$ cat config.mk
export PLATFORM = sky130hd
export DESIGN_NAME = period_meter_flat
export DESIGN_NICKNAME = d
export VERILOG_FILES = /design/src/rtl/period_meter_if.sv /design/src/rtl/period_meter.sv /design/src/flat_wrapper.sv
export SDC_FILE = /design/constraint.sdc
export NUM_CORES = 1
export LEC_CHECK = 0
export ABC_AREA = 0
export CORE_ASPECT_RATIO = 1.2
export CORE_MARGIN = 2
export CORE_UTILIZATION = 59
export DETAILED_ROUTE_END_ITERATION = 8
export GPL_TIMING_DRIVEN = 1
export PLACE_DENSITY = 0.84
export SYNTH_ARGS = -nofsm -noshare
export SYNTH_HDL_FRONTEND = slang
export SYNTH_SLANG_ARGS = --single-unit
$ cat constraint.sdc
create_clock -name clk -period 6.1 [get_ports clk]
set_input_delay 0.61 -clock clk [delete_from_list [all_inputs] [get_ports clk]]
set_output_delay 0.61 -clock clk [all_outputs]
set_load 0.05 [all_outputs]
$ cat src/rtl/period_meter_if.sv
// Result handshake between period_meter and its consumer.
interface period_meter_if #(parameter int N = 32);
  logic [N-1:0] m_match;
  logic         m_rise;
  logic         m_valid;
  logic         m_ready;

  modport master (output m_match, m_rise, m_valid, input m_ready);
  modport slave  (input m_match, m_rise, m_valid, output m_ready);
endinterface

$ cat src/rtl/period_meter.sv
// Measures half-periods of a toggling input in clk cycles, reported as the
// timer match value (H-1) over a valid/ready result port.
module period_meter #(
  parameter int N           = 32,
  parameter int SYNC_STAGES = 2
) (
  input  logic          clk,
  input  logic          rst,
  input  logic          signal_in,
  period_meter_if.master m,
  output logic          overrun,
  output logic          locked,
  output logic          stalled
);

  typedef enum logic {IDLE, MEASURE} state_t;

  state_t                 state_q, state_d;
  logic [SYNC_STAGES-1:0] sync_q, sync_d;
  logic                   prev_q, prev_d;
  logic [N-1:0]           cnt_q, cnt_d;
  logic [N-1:0]           match_q, match_d;
  logic                   rise_q, rise_d;
  logic                   valid_q, valid_d;
  logic                   overrun_q, overrun_d;
  logic                   locked_q, locked_d;
  logic                   stalled_q, stalled_d;

  logic sync_out, strobe, rise_edge, cnt_max, new_res, xfer;

  always_comb begin
    sync_d    = {sync_q[SYNC_STAGES-2:0], signal_in};
    sync_out  = sync_q[SYNC_STAGES-1];
    prev_d    = sync_out;
    strobe    = sync_out ^ prev_q;
    rise_edge = sync_out & ~prev_q;
    cnt_max   = &cnt_q;

    if (strobe)       cnt_d = '0;
    else if (cnt_max) cnt_d = cnt_q;
    else              cnt_d = cnt_q + {{(N-1){1'b0}}, 1'b1};

    state_d   = state_q;
    stalled_d = stalled_q;
    new_res   = 1'b0;
    case (state_q)
      IDLE: begin
        // first edge only arms: it has no earlier edge to measure against
        if (strobe) begin
          state_d   = MEASURE;
          stalled_d = 1'b0;
        end
      end
      MEASURE: begin
        if (strobe) begin
          new_res = 1'b1;
        end else if (cnt_max) begin
          state_d   = IDLE;
          stalled_d = 1'b1;
        end
      end
      default: state_d = IDLE;
    endcase
    locked_d = (state_d == MEASURE);

    xfer    = valid_q & m.m_ready;
    match_d = new_res ? cnt_q     : match_q;
    rise_d  = new_res ? rise_edge : rise_q;
    valid_d = new_res | (valid_q & ~m.m_ready);

    // a result landing in an accept cycle replaces cleanly and leaves overrun alone
    overrun_d = overrun_q;
    if (new_res && valid_q && !m.m_ready) overrun_d = 1'b1;
    else if (xfer && !new_res)            overrun_d = 1'b0;
  end

  always_ff @(posedge clk or posedge rst) begin
    if (rst) begin
      state_q   <= IDLE;
      sync_q    <= '0;
      prev_q    <= 1'b0;
      cnt_q     <= '0;
      match_q   <= '0;
      rise_q    <= 1'b0;
      valid_q   <= 1'b0;
      overrun_q <= 1'b0;
      locked_q  <= 1'b0;
      stalled_q <= 1'b0;
    end else begin
      state_q   <= state_d;
      sync_q    <= sync_d;
      prev_q    <= prev_d;
      cnt_q     <= cnt_d;
      match_q   <= match_d;
      rise_q    <= rise_d;
      valid_q   <= valid_d;
      overrun_q <= overrun_d;
      locked_q  <= locked_d;
      stalled_q <= stalled_d;
    end
  end

  assign m.m_match = match_q;
  assign m.m_rise  = rise_q;
  assign m.m_valid = valid_q;
  assign overrun   = overrun_q;
  assign locked    = locked_q;
  assign stalled   = stalled_q;

endmodule

$ cat src/flat_wrapper.sv
// flat-port wrapper written by rule: the top's interface ports become plain ports
module period_meter_flat 
#(
  parameter int N           = 32,
  parameter int SYNC_STAGES = 2
)
  (clk, rst, signal_in, overrun, locked, stalled, m_m_match, m_m_rise, m_m_valid, m_m_ready);
  period_meter_if #(.N(N)) m_i ();
  input  logic clk;
  input  logic rst;
  input  logic signal_in;
  output logic overrun;
  output logic locked;
  output logic stalled;
  output wire logic [$bits(m_i.m_match)-1:0] m_m_match;
  output wire logic [$bits(m_i.m_rise)-1:0] m_m_rise;
  output wire logic [$bits(m_i.m_valid)-1:0] m_m_valid;
  input wire logic [$bits(m_i.m_ready)-1:0] m_m_ready;
  assign m_m_match = m_i.m_match;
  assign m_m_rise = m_i.m_rise;
  assign m_m_valid = m_i.m_valid;
  assign m_i.m_ready = m_m_ready;
  period_meter #(.N(N), .SYNC_STAGES(SYNC_STAGES)) u_core (.clk(clk), .rst(rst), .signal_in(signal_in), .m(m_i), .overrun(overrun), .locked(locked), .stalled(stalled));
endmodule
## Word level (Yosys, flattened, before mapping)

Index checks and enable logic that the tools add are counted.

| storage, ports and cells | value |
|---|---|
| flip-flop bits (word level) | 72 |
| word-level logic and storage cells | 43 |
| output and inout bits | 37 |

| cells by class | value |
|---|---|
| reduce and logical (&&, ||, !) cells | 8 |
| equal/unequal tests | 4 |
| muxes and demuxes | 13 |
| bitwise gates (word level) | 8 |
| add/subtract/negate cells | 1 |

Operators by type and width:

| cell | number |
|---|---|
| 2-to-1 mux 32 bit | 2 |
| adder 32 x 1 -> 32 bit, second input constant | 1 |
| AND reduction 32 bit | 1 |
| 2-to-1 mux 1 bit | 9 |
| inequality test 2 x 1 -> 1 bit, second input constant | 2 |
| inequality test 2 bit, second input constant | 2 |
| case mux 1 bit (2 select lines) | 2 |
| bitwise AND 1 bit | 3 |
| logical AND 1 bit | 3 |
| NOT 1 bit | 3 |
| AND reduction 3 bit | 1 |
| logical NOT 1 bit | 2 |
| nonzero test 2 bit | 1 |
| bitwise OR 1 bit | 1 |
| bitwise XOR 1 bit | 1 |

## Depth between registers and ports, before layout

| depth | value |
|---|---|
| word-level depth | 7 |
| depth in mapped cells | 8 |
| mapped depth without buffers | 7 |

## Least setup slack after synthesis

Ideal clock, no wire load.

| timing | value |
|---|---|
| path kind | flip-flop to flip-flop |
| from | register u_core.sync_q[1] |
| to | register u_core.match_q[0], in the netlist u_core.m.m_match[0] |
| data required time | 5.975 ns |
| path slack | 4.071 ns |
| period minus slack after synthesis | 2.029 ns |
| data arrival time | 1.905 ns |
| cell stages (with the launch flop) | 7 |
| buffers on the path | 2 |
| cells stage by stage | dfrtp_1 > ha_1 > inv_1 > nand2_1 > clkbuf_1 > clkbuf_1 > mux2_2 |

| on the way | value |
|---|---|
| cells in the longest elaborated chain, start to end | 3 |

Ends and longest elaborated chain:

| item | line | source |
|---|---|---|
| start: declaration | period_meter.sv:19 | `logic [SYNC_STAGES-1:0] sync_q, sync_d;` |
| start signal: assignment | period_meter.sv:91 | `sync_q <= sync_d;` |
| bitwise XOR 1 bit | period_meter.sv:35 | `strobe = sync_out ^ prev_q;` |
| 2-to-1 mux 1 bit | period_meter.sv:55 | `if (strobe) begin` |
| 2-to-1 mux 1 bit | period_meter.sv:46 | `case (state_q)` |
| end signal: assignment | period_meter.sv:94 | `match_q <= match_d;` |
| end: declaration | period_meter.sv:22 | `logic [N-1:0] match_q, match_d;` |

No other way between the ends.
A chain may end at the register's enable or synchronous reset.

## Worst setup path after layout

| timing | value |
|---|---|
| from | register u_core.sync_q[1] |
| to | register u_core.match_q[30], in the netlist u_core.m.m_match[30] |

The elaborated chain is that of the path after synthesis.

==> impl_metrics.ini <==
[synthesis]
synth.ff_latch_count = 72
async_flop_share_pct = 100
synthDistinctLibCells = 39
synth_fp_nets = 297
syn_inst = 291
synth_commonest_cells = dfrtp_1, mux2_2, nand2_1
synthDominantAreaCellType = dfrtp_1
syn_area_per_cell_um2 = 11.2
yosysMostFrequentCell = dfrtp_1
synth-edff-count = 0
synth_top_area_share_pct = 55.1
synth.top_cells.by_area = dfrtp_1, mux2_2, a21oi_1, nand2_1, or4_1
yosysWarnings = 0
synth_area_um2 = 3270
yosys_most_used_dff = dfrtp_1
ys_seq_area_share_pct = 55.1

[sta]
tightestPinTransition_ns = 1.17
max_clock_freq_ghz = 0.320
hold_viol = 0
final-setup-viol-count = 0
max_slew_margin_pct = 20.9
setup_tns_ns = 0
min_period_over_period_pct = 51.2
fin_crit_ns = 3.12
rsz0062_at_grt = false
fin_skew_ns = 0.00702
drv_slew = 0

[critical_path]
critPathRequiredTime_ns = 6.33
cp.arrival_ns = 3.35
ff2ff_setup_slack_ns = 2.98
end_kind = flop
critPathLaunchType = flop
crit_fanout = 32
critPathKind = reg2reg

[worst_hold_path]
hold_path_class = reg2reg

[routing]
vias = 2439
vias_per_cell = 6.13
wl_per_cell_um = 16.4
ant_nets = 0
drt_iter0_drc = 203
first_pass_iters = 5
drt_wl_total_mm = 6.53
drc = 0

[global_routing]
antenna_found_initial = 0
grt_max_degree = 73
grt_pass1_vias = 2371
grt_overflow = 0
grt_pass1_wl_mm = 11.3
grtUsageTotal_pct = 24.4

[cts]
numClockSinks = 72
cts_buffers = 9
clock-root-buffer = clkbuf_8
cts_tree = built
cts.clk_slew.worst_paths_ns = 0.07
cts_setup_buffers = 0
ctsResizeCount = 0
cts_hold_buf = 0
clock_latency_ns = 0.35
clockBufferDepth = 2
htree_num_levels = 3

[floorplanning]
io_pins = 41
core_um2 = 5330
num_rows = 29
dieArea_um2 = 6160
die_height_um = 85.6
die_x_um = 72.0
start_util_pct = 61.3

[finish]
nets = 337
drive_gt1_share_pct = 16.7
fill_cells = 388
final_util_pct = 72.9
final_area_um2 = 3890
num_antenna_cells = 0
synthToLayoutAreaGrowth_pct = 18.9

[power]
worst_ir_drop_vdd_mv = 0.219
powerDensity_nw_per_um2 = 250
power_uw = 973
p_leak_nw = 1.64

[outcome]
status = completed

[placed_design]
dp_hpwl_mm = 4.39
gp_congestion = 0.859
place_area_um2 = 3690
port_buffers = 40

[run]
maxCapViolations = 0
## cells by family after synthesis
logic type                 synth area share, %
buffers and inverters                     3.67
adders and majority gates                0.765
xor gates and xnor gates                 0.803
DFF                                       55.1
muxes                                     10.9
AOI/OAI and AO/OA                         12.6
and+or+nand+nor                           16.1
## per-layer routing
metal | share of wire (%) | global-route usage, %
met1 | 42 | 31.3
met2 | 53 | 38.5
met3 | 4.2 | 6.70
met4 | 1.3 | 11.5
met5 | 0 | 0
## worst max-delay path, cell delays in order, from the launching register on
cell and delay, ns:
dfrtp_1 0.38, ha_1 0.34, inv_1 0.80, nand2_1 0.73
buf_4 0.44, mux2_2 0.30
## final timing paths
| path | to | cells past startpoint | from |
|---|---|---|---|
| hold reg to reg | u_core.sync_q[1]$_DFF_PP0_ | 0 | u_core.sync_q[0]$_DFF_PP0_ |
| hold / removal | u_core.sync_q[1]$_DFF_PP0_ | 0 | u_core.sync_q[0]$_DFF_PP0_ |
| min in group asynchronous | u_core.m.m_match[5]$_DFFE_PP0N_ | 3 | rst |
| setup reg to reg | u_core.m.m_match[30]$_DFFE_PP0N_ | 5 | u_core.sync_q[1]$_DFF_PP0_ |
| max in group asynchronous | u_core.cnt_q[11]$_DFFE_PP0P_ | 3 | rst |
| setup / recovery | u_core.m.m_match[30]$_DFFE_PP0N_ | 5 | u_core.sync_q[1]$_DFF_PP0_ |
## per-stage QoR
stage / hold WS, ns / setup slack [ns] / cells
after floorplan: 0.331 / 3.67 / 291
after global placement: 0.357 / 3.06 / 382
after detailed placement: 0.368 / 2.96 / 382
after CTS: 0.384 / 2.93 / 398
after global routing: 0.388 / 2.62 / 398
final: 0.378 / 2.98 / 398
## area by class of cell
cell class                      instances  area, µm²  area share (%)
Tap cell                               62       77.6            1.99
Clock buffer                           13        159            4.09
Multi-Input combinational cell        195       1350            34.7
Timing Repair Buffer                   43        423            10.9
Clock inverter                          3       40.0            1.03
Inverter                               10       37.5           0.965
Sequential cell                        72       1800            46.3
## placed cells by master, fill, tap and decap left out, types with 3 or more instances in the layout
cell / count
buf_4: 3
or4_1: 12
clkbuf_8: 11
a21oi_2: 3
and4_1: 4
or3_1: 13
and3_1: 3
o31ai_1: 11
nor2_1: 7
a21oi_1: 22
and2_1: 3
o21ai_0: 14
inv_1: 9
o21ai_1: 8
dfrtp_1: 72
nand3_1: 7
clkdlybuf4s50_1: 40
nand4_1: 8
nor3_1: 5
mux2_2: 30
nand2_1: 24
## state kept, by name, indices dropped and copies added (netlist names)
| signal | cells |
|---|---|
| u_core.sync_q | 2 |
| u_core.stalled | 1 |
| u_core.cnt_q | 32 |
| u_core.m.m_rise | 1 |
| u_core.overrun | 1 |
| u_core.state_q | 1 |
| u_core.m.m_valid | 1 |
| u_core.prev_q | 1 |
| u_core.m.m_match | 32 |
## power by group
group / switching [mW] / total, mW / internal, mW
registers: 0.00889 / 0.498 / 0.489
clock network: 0.163 / 0.374 / 0.210
logic: 0.0696 / 0.102 / 0.0325
Note: power is estimated with default switching activity, not from simulation.
